### src/rtl/i2s_pcm_player.sv
// rtl/i2s_pcm_player.sv - SDRAM-fed PCM sample FIFO driving an I2S serial data output
// Fetch FSM fills the FIFO; the player pops one word per channel slot from the codec clocks.
module i2s_pcm_player #(
  parameter int FIFO_DEPTH = 16
) (
  input  logic        clk,
  input  logic        reset,
  input  logic        start,
  input  logic        stop,
  input  logic        loop,
  input  logic [24:0] start_addr,
  input  logic [24:0] num_words,
  input  logic        I2S_sdram_Wait,
  input  logic        I2S_sdram_ac,
  input  logic [15:0] I2S_sdram_data,
  output logic        I2S_sdram_rd,
  output logic [24:0] I2S_sdram_addr,
  output logic        I2S_Busy,
  output logic        I2S_Done,
  input  logic        I2S_SCLK,
  input  logic        I2S_LRCLK,
  output logic        I2S_DOUT,
  output logic        playing,
  output logic        underflow
);

  localparam int AW = $clog2(FIFO_DEPTH);
  localparam int CW = AW + 1;
  localparam logic [CW-1:0] DEPTH_C = CW'(FIFO_DEPTH);

  typedef enum logic [1:0] {IDLE, WAIT_GRANT, READ, DONE} state_t;

  state_t        state, state_next;
  logic [24:0]   remaining;
  logic          fetch_end;
  logic [15:0]   fifo_mem [FIFO_DEPTH];
  logic [AW-1:0] wr_ptr, rd_ptr;
  logic [CW-1:0] count, count_next;
  logic          sclk_s1, sclk_s2, sclk_s3;
  logic          lrclk_s1, lrclk_s2, lr_prev;
  logic [15:0]   shift;

  logic sclk_fall, ch_start, push, pop, last_word, start_ok;

  assign sclk_fall  = sclk_s3 & ~sclk_s2;
  assign ch_start   = sclk_fall && (lrclk_s2 != lr_prev);
  assign push       = (state == READ) && I2S_sdram_ac && !stop;
  assign pop        = ch_start && (count != '0) && playing && !stop;
  assign count_next = count + CW'(push) - CW'(pop);
  assign last_word  = (remaining == 25'd1);
  assign start_ok   = (state == IDLE) && start && !stop && (num_words != 25'd0);

  always_ff @(posedge clk) begin
    if (reset) state <= IDLE;
    else       state <= state_next;
  end

  always_comb begin
    state_next = state;
    case (state)
      IDLE: if (start_ok) state_next = WAIT_GRANT;
      WAIT_GRANT: begin
        if (stop)
          state_next = I2S_sdram_Wait ? IDLE : DONE;
        else if (!I2S_sdram_Wait)
          state_next = (count < DEPTH_C && !fetch_end) ? READ : DONE;
      end
      READ: begin
        if (stop)
          state_next = I2S_sdram_Wait ? IDLE : DONE;
        else if (I2S_sdram_ac)
          state_next = (count_next == DEPTH_C || (last_word && !loop)) ? DONE : READ;
        else if (I2S_sdram_Wait)
          state_next = WAIT_GRANT;
      end
      DONE: state_next = (stop || (fetch_end && count == '0)) ? IDLE : WAIT_GRANT;
      default: state_next = IDLE;
    endcase
  end

  // A revoked grant drops the request in the same cycle; the address is simply re-requested.
  always_comb begin
    I2S_sdram_rd = 1'b0;
    I2S_Busy     = 1'b0;
    I2S_Done     = 1'b0;
    case (state)
      READ: begin
        I2S_sdram_rd = !I2S_sdram_Wait || I2S_sdram_ac;
        I2S_Busy     = 1'b1;
      end
      DONE:    I2S_Done = 1'b1;
      default: ;
    endcase
  end

  always_ff @(posedge clk) begin
    if (push) fifo_mem[wr_ptr] <= I2S_sdram_data;
  end

  always_ff @(posedge clk) begin
    if (reset) begin
      wr_ptr    <= '0;
      rd_ptr    <= '0;
      count     <= '0;
    end else if (stop) begin
      wr_ptr    <= '0;
      rd_ptr    <= '0;
      count     <= '0;
    end else begin
      if (push) wr_ptr <= wr_ptr + 1'b1;
      if (pop)  rd_ptr <= rd_ptr + 1'b1;
      count <= count_next;
    end
  end

  always_ff @(posedge clk) begin
    if (reset) begin
      sclk_s1  <= 1'b0;
      sclk_s2  <= 1'b0;
      sclk_s3  <= 1'b0;
      lrclk_s1 <= 1'b0;
      lrclk_s2 <= 1'b0;
    end else begin
      sclk_s1  <= I2S_SCLK;
      sclk_s2  <= sclk_s1;
      sclk_s3  <= sclk_s2;
      lrclk_s1 <= I2S_LRCLK;
      lrclk_s2 <= lrclk_s1;
    end
  end

  always_ff @(posedge clk) begin
    if (reset) begin
      I2S_sdram_addr <= '0;
      remaining      <= '0;
      fetch_end      <= 1'b0;
      playing        <= 1'b0;
      underflow      <= 1'b0;
      lr_prev        <= 1'b0;
      shift          <= '0;
      I2S_DOUT       <= 1'b0;
    end else begin
      if (ch_start) begin
        lr_prev <= lrclk_s2;
        shift   <= pop ? fifo_mem[rd_ptr] : 16'h0000;
        if (count == '0 && playing) begin
          if (fetch_end) playing   <= 1'b0;
          else           underflow <= 1'b1;
        end
      end else if (sclk_fall) begin
        I2S_DOUT <= shift[15];
        shift    <= {shift[14:0], 1'b0};
      end

      if (push) begin
        if (last_word && loop) begin
          I2S_sdram_addr <= start_addr;
          remaining      <= num_words;
        end else begin
          I2S_sdram_addr <= I2S_sdram_addr + 25'd1;
          remaining      <= remaining - 25'd1;
          if (last_word) fetch_end <= 1'b1;
        end
      end

      if (start_ok) begin
        I2S_sdram_addr <= start_addr;
        remaining      <= num_words;
        fetch_end      <= 1'b0;
        playing        <= 1'b1;
        underflow      <= 1'b0;
      end

      // Marking the fetch finished lets DONE fall through to IDLE once the flushed FIFO reads empty.
      if (stop) begin
        playing   <= 1'b0;
        fetch_end <= 1'b1;
        shift     <= '0;
      end
    end
  end

endmodule

### config.mk
export PLATFORM = sky130hd
export DESIGN_NAME = i2s_pcm_player
export DESIGN_NICKNAME = d
export VERILOG_FILES = /design/src/rtl/i2s_pcm_player.sv
export SDC_FILE = /design/constraint.sdc
export NUM_CORES = 1
export LEC_CHECK = 0
export CAP_MARGIN = 40
export CORE_MARGIN = 8
export CORE_UTILIZATION = 61
export CTS_BUF_LIST = sky130_fd_sc_hd__clkbuf_8
export CTS_CLUSTER_DIAMETER = 30
export CTS_CLUSTER_SIZE = 28
export DETAILED_ROUTE_END_ITERATION = 12
export MAX_ROUTING_LAYER = met4
export PLACE_DENSITY = 0.82
export SYNTH_ARGS = -nofsm -noshare
export SYNTH_HDL_FRONTEND = slang
export SYNTH_SLANG_ARGS = --single-unit
export TNS_END_PERCENT = 5
### constraint.sdc
create_clock -name clk -period 3.4 [get_ports clk]
set_input_delay 0.68 -clock clk [delete_from_list [all_inputs] [get_ports clk]]
set_output_delay 0.68 -clock clk [all_outputs]
set_load 0.01 [all_outputs]
==> impl_metrics.yaml, run 1 <==
run_status:
  status: "finished clean"
route:
  vias_per_cell: 6.561
  drc: 0
  dr.pass1.iters: 5
  drtIter0Drc: 1445
  drtAntennaViolNets: 0
  vias: 10600
  routed_wl_um: 37770
  wl_per_cell_um: 23.37
sta:
  finalCriticalPeriod_ns: 2.992
  finalCritPeriodShare: 0.8799
  hold_viol: 0
  slew_headroom: 0.3290
  tns_ns: 0
  rsz0062_at_grt: "false"
  skew_ns: 0.04441
  max_freq_mhz: 334.3
  setup_violations: 0
  maxSlewViolCount: 0
  worstMarginPinSlew_ns: 1.006
global_routing:
  overflow: 0
  grt_pass1_wl_um: 58990
  grt_antenna_before_repair: 0
  grt_max_degree: 48
  grt_pass1_vias: 10510
  grt_use_total: 0.2542
pwr:
  pwr-share-clk: 0.432
  p_seq_frac: 0.482
  vdd_drop_max_uv: 383.1
  leakagePower_nw: 5.944
  p_comb_frac: 0.087
  swShare: 0.2631
  powerDensity_nw_per_um2: 533.0
  switching_power_mw: 2.572
  power.internal_mw: 7.202
setup_path:
  slowest_stage: "fa_1"
  path_class: "flip-flop to flip-flop"
  worst-path-buf-inv: 3
  r2r_slack_ns: 0.41
  startpoint_type: "flip-flop"
  crit_path_frequent_cell: "ha_1"
  path_max_fanout: 4
  cp_cell_sequence: "inv_1, ha_1, nor4b_1, buf_4, nor3_2, ha_1, inv_1, ha_1, fa_1, a21oi_1, o21bai_1, xnor2_1, nand4_1, a21oi_1, o211a_1"
  cp.arrival_ns: 3.53
  cp-end-kind: "flip-flop"
  slowest_delay_ns: 0.45
  cp.required_ns: 3.94
  crit_family: "adder cells"
yosys:
  avgSynthCellArea_um2: 13.87
  synth_ff_type: "edfxtp_1"
  synth_warnings: 0
  yosys.area.top_type_share: 0.5077
  async_flop_share: 0
  netlist_instances: 1092
  synth_edf_count: 256
  syn-num-nets: 1182
  synth_seq_cells: 351
  synth_top_area_cell: "edfxtp_1"
  ys_types: 64
  synth_area_um2: 15140
  yosysSeqAreaShare: 0.6333
  ys_top_cells_by_area: "edfxtp_1, dfxtp_1, mux4_2"
cells_and_area:
  drive_above_1_share: 0.2090
  seq_area_um2: 9595
  final_common_cell: "edfxtp_1"
  n_fill_cell: 1416
  layout_common_cells: "edfxtp_1, clkdlybuf4s50_1, dfxtp_1, mux4_2, clkbuf_8"
  final_area_um2: 18340
  multi_input_area_um2: 5230
  antenna_cells: 0
  fin_util: 0.7539
  fin_nets: 1333
  fin_cells: 1616
  syn2layout_area_growth_pct: 21.10
placed_design:
  dp.cells: 1508
  io_buffers: 105
  placed_cell_area_um2: 16980
  gp_congestion: 0.9125
  dp_hpwl_um: 23420
floorplanning:
  boundaryPins: 106
  die_area_um2: 30120
  start_util: 0.6226
  die-height_um: 173.5
  die-width_um: 173.5
  core_area_um2: 24320
  rows: 57
cts:
  cts_resized: 0
  cts_root_buf: "clkbuf_8"
  cts_buffers: 57
  clk_path_buf_depth: 3
  clock_latency_ns: 0.63
  cts_max_level: 2
  ctsHoldBuffers: 0
  cts_tree: "done"
  cts_sinks: 351
  clk_pin_slew_ns: 0.07
  post_cts_buffers: 0
worst_hold_path:
  hold_class: "input port to flip-flop"
job:
  cap_violations: 0
-- power by group through the flow --
| stage | Sequential, mW | Combinational (mW) | Clock, mW |
|---|---|---|---|
| detailed placement | 4.80 | 0.823 | 0 |
| global route | 4.71 | 0.915 | 4.44 |
| CTS | 4.70 | 0.830 | 4.26 |
| floorplan | 4.78 | 0.508 | 0 |
| global placement | 4.79 | 0.805 | 0 |
| finish | 4.71 | 0.847 | 4.22 |
-- registers in the layout, indices dropped and copies added (netlist names), named ones only --
register / flops
sclk_s1: 1
I2S_DOUT: 1
remaining: 25
lrclk_s1: 1
sclk_s2: 1
count: 5
underflow: 1
wr_ptr: 4
playing: 1
lrclk_s2: 1
sclk_s3: 1
rd_ptr: 4
state: 2
fetch_end: 1
fifo_mem: 256
I2S_sdram_addr: 25
lr_prev: 1
shift: 16
-- cells in the mapped netlist (3+ instances only) --
master / number
a211oi_1: 31
a21boi_0: 9
a21boi_1: 15
a21oi_1: 55
a221o_1: 15
a31oi_1: 12
and2_1: 5
and3_1: 13
buf_1: 7
buf_2: 19
buf_6: 4
clkbuf_1: 47
dfxtp_1: 95
edfxtp_1: 256
ha_1: 14
inv_1: 18
mux2i_1: 20
mux4_2: 65
nand2_1: 39
nand2b_1: 13
nand3_1: 24
nand4_1: 18
nand4b_1: 3
nor2_1: 49
nor2b_1: 21
nor3_1: 36
nor3b_1: 4
nor4_1: 44
nor4b_1: 9
o21a_1: 5
o21ai_0: 39
o21ai_1: 15
o22ai_1: 7
o31a_1: 3
o31ai_1: 3
o32ai_1: 4
or3_1: 8
or4_1: 8
xnor2_1: 5
xor2_1: 6
-- cell families after synthesis --
logic type | synth area share
AOI/OAI and AO/OA | 0.09850
xor gates and xnor gates | 0.006363
adders and majority gates | 0.01289
buffers and inverters | 0.02710
DFF | 0.6333
muxes | 0.1099
and+or+nand+nor | 0.1119
-- layer usage --
layer / vias up / track usage / routed length, µm
li1: 4676 / - / -
met1: 5199 / 0.3199 / 14610
met2: 619 / 0.4060 / 18400
met3: 108 / 0.04247 / 3378
met4: 0 / 0.1067 / 1374
met5: - / - / 0
-- per-stage QoR --
stage	hold WS, ns	total power [mW]	setup slack, ns
5_1_grt	0.4009	10.06	0.09699
4_1_cts	0.3771	9.789	0.4131
2_1_floorplan	0.4138	5.286	0.2426
6_report	0.4013	9.773	0.4083
3_5_place_dp	0.4272	5.621	-0.02063
3_3_place_gp	0.4252	5.599	0.07051
-- worst reg2reg max path: stages, from the launching register on --
cell and delay, ns:
dfxtp_1 0.31, inv_1 0.07, ha_1 0.14, nor4b_1 0.33, buf_4 0.21, nor3_2 0.05
ha_1 0.27, inv_1 0.04, ha_1 0.20, fa_1 0.45, a21oi_1 0.16, o21bai_1 0.09
xnor2_1 0.19, nand4_1 0.13, a21oi_1 0.16, o211a_1 0.14
-- worst paths after layout --
path	from	endpoint	cells after the start
hold reg to reg	sclk_s1$_SDFF_PP0_	sclk_s2$_SDFF_PP0_	1
setup reg to reg	count[2]$_SDFF_PP0_	state[0]$_SDFFE_PP0P_	15
setup / recovery	count[2]$_SDFF_PP0_	state[0]$_SDFFE_PP0P_	15
hold / removal	reset	I2S_DOUT$_SDFFE_PP0P_	2
-- final cells by class --
cell class,instances,share of cell area
Clock inverter,51,0.03139
Clock buffer,57,0.04279
Inverter,18,0.003685
Tap cell,324,0.02211
Multi-Input combinational cell,646,0.2852
Sequential cell,351,0.5233
Timing Repair Buffer,169,0.09144
Power figures use the tool's default switching activity.
==> run 2: changes to the inputs <==
Settings changed: CORE_ASPECT_RATIO set to 0.75.
==> impl_metrics.yaml, run 2 (same netlist as run 1, synthesis figures left out) <==
setup_path:
  cp_cell_sequence: "inv_1, ha_1, nor4b_1, buf_4, nor3_2, ha_1, inv_1, ha_1, fa_1, a21oi_1, o21bai_1, xnor2_1, nand4_1, a21oi_1, o211a_1"
  startpoint_type: "flip-flop"
  crit_path_frequent_cell: "ha_1"
  path_max_fanout: 4
  path_class: "flip-flop to flip-flop"
  r2r_slack_ns: 0.50
  cp-end-kind: "flip-flop"
  slowest_stage: "fa_1"
  worst-path-buf-inv: 3
  r2r-start: "count[2]$_SDFF_PP0_"
  cp.arrival_ns: 3.42
  cp.required_ns: 3.92
  slowest_delay_ns: 0.43
  crit_family: "adder cells"
  worstSetupStartpoint: "count[2]$_SDFF_PP0_"
cts:
  clk_pin_slew_ns: 0.07
  ctsHoldBuffers: 0
  post_cts_buffers: 0
  clk_path_buf_depth: 3
  cts_tree: "done"
  cts_buffers: 50
  cts_sinks: 351
  clock_latency_ns: 0.58
  cts_root_buf: "clkbuf_8"
  cts_max_level: 2
  cts_resized: 0
floorplanning:
  die-height_um: 152.4
  die_area_um2: 30170
  core_area_um2: 24650
  start_util: 0.6143
  boundaryPins: 106
  rows: 50
  die-width_um: 197.9
route:
  wl_per_cell_um: 23.63
  routed_wl_um: 37930
  drc: 0
  vias_per_cell: 6.568
  dr.pass1.iters: 5
  drtAntennaViolNets: 0
  vias: 10540
  drtIter0Drc: 1226
global_routing:
  grt_max_degree: 62
  grt_pass1_wl_um: 58660
  grt_pass1_vias: 10400
  overflow: 0
  grt_use_total: 0.2549
  grt_antenna_before_repair: 0
sta:
  worstMarginPinSlew_ns: 0.6729
  max_freq_mhz: 345.4
  hold_viol: 0
  finalCriticalPeriod_ns: 2.896
  finalCritPeriodShare: 0.8516
  tns_ns: 0
  skew_ns: 0.02809
  fin_hold_ws_ns: 0.4437
  rsz0062_at_grt: "false"
  slew_headroom: 0.5472
  setup_violations: 0
  maxSlewViolCount: 0
  setup_ws_ns: 0.5045
cells_and_area:
  n_fill_cell: 1520
  final_common_cell: "edfxtp_1"
  seq_area_um2: 9595
  top_regs: "fifo_mem: 256 flops, I2S_sdram_addr: 25 flops, remaining: 25 flops"
  fin_util: 0.7303
  largest_register_ff_count: 256
  largest-register: "fifo_mem"
  fin_nets: 1316
  syn2layout_area_growth_pct: 18.88
  multi_input_area_um2: 5230
  antenna_cells: 0
  layout_common_cells: "edfxtp_1, clkdlybuf4s50_1, dfxtp_1, mux4_2, a21oi_1"
  drive_above_1_share: 0.1878
pwr:
  power.internal_mw: 6.745
  swShare: 0.2609
  vdd_drop_max_uv: 276.3
  pwr-share-clk: 0.391
  finalPower_mw: 9.126
  p_seq_frac: 0.516
  leakagePower_nw: 5.767
  powerDensity_nw_per_um2: 507.0
  p_comb_frac: 0.093
  switching_power_mw: 2.381
placed_design:
  gp_congestion: 0.9089
  dp_hpwl_um: 23930
  dp_slack_ns: 0.03472
  io_buffers: 105
job:
  cap_violations: 0
run_status:
  status: "finished clean"
worst_hold_path:
  hold_class: "flip-flop to flip-flop"
  min-delay-start: "lrclk_s1$_SDFF_PP0_"
-- run 2: cell types whose count changed in the layout (fill, tap and decap cells not counted), moves of 2 or more --
cell,before,now
buf_4,52,42
clkbuf_8,57,52
inv_6,14,3
clkinv_2,2,6
clkinv_4,14,5
bufinv_16,6,3
clkinv_1,0,2
inv_1,20,25
clkinvlp_4,5,7
-- run 2: area by class of cell --
cell class	count	area share
Clock buffer	52	0.03976
Clock inverter	41	0.02092
Inverter	18	0.003754
Multi-Input combinational cell	646	0.2906
Sequential cell	351	0.5331
Tap cell	338	0.02350
Timing Repair Buffer	159	0.08842
-- run 2: routing by layer --
layer  track usage  vias to the layer above  share of wire
met1        0.3532                     5200           0.41
met5             -                        -              0
li1              -                     4621              -
met3       0.04966                       85           0.10
met2        0.3850                      635           0.47
met4       0.06707                        0          0.023
-- run 2: power by group through the flow --
stage / Sequential, mW / Clock, mW / Combinational, mW
detailed placement: 4.80 / 0 / 0.816
global placement: 4.80 / 0 / 0.792
finish: 4.71 / 3.57 / 0.848
floorplan: 4.78 / 0 / 0.508
CTS: 4.70 / 3.60 / 0.826
global route: 4.72 / 3.78 / 0.919
-- run 2: metrics by stage --
| stage | cells | area (µm²) |
|---|---|---|
| after global routing | 1605 | 18000 |
| final | 1605 | 18000 |
| after floorplan | 1092 | 15140 |
| after CTS | 1605 | 18000 |
| after global placement | 1511 | 16900 |
| after detailed placement | 1512 | 16910 |
-- run 2: worst paths after layout --
check                                             end  cells after the start
worst min register to register    lrclk_s2$_SDFF_PP0_                      1
worst min-delay path              lrclk_s2$_SDFF_PP0_                      1
worst max register to register  state[0]$_SDFFE_PP0P_                     15
worst max-delay path            state[0]$_SDFFE_PP0P_                     15
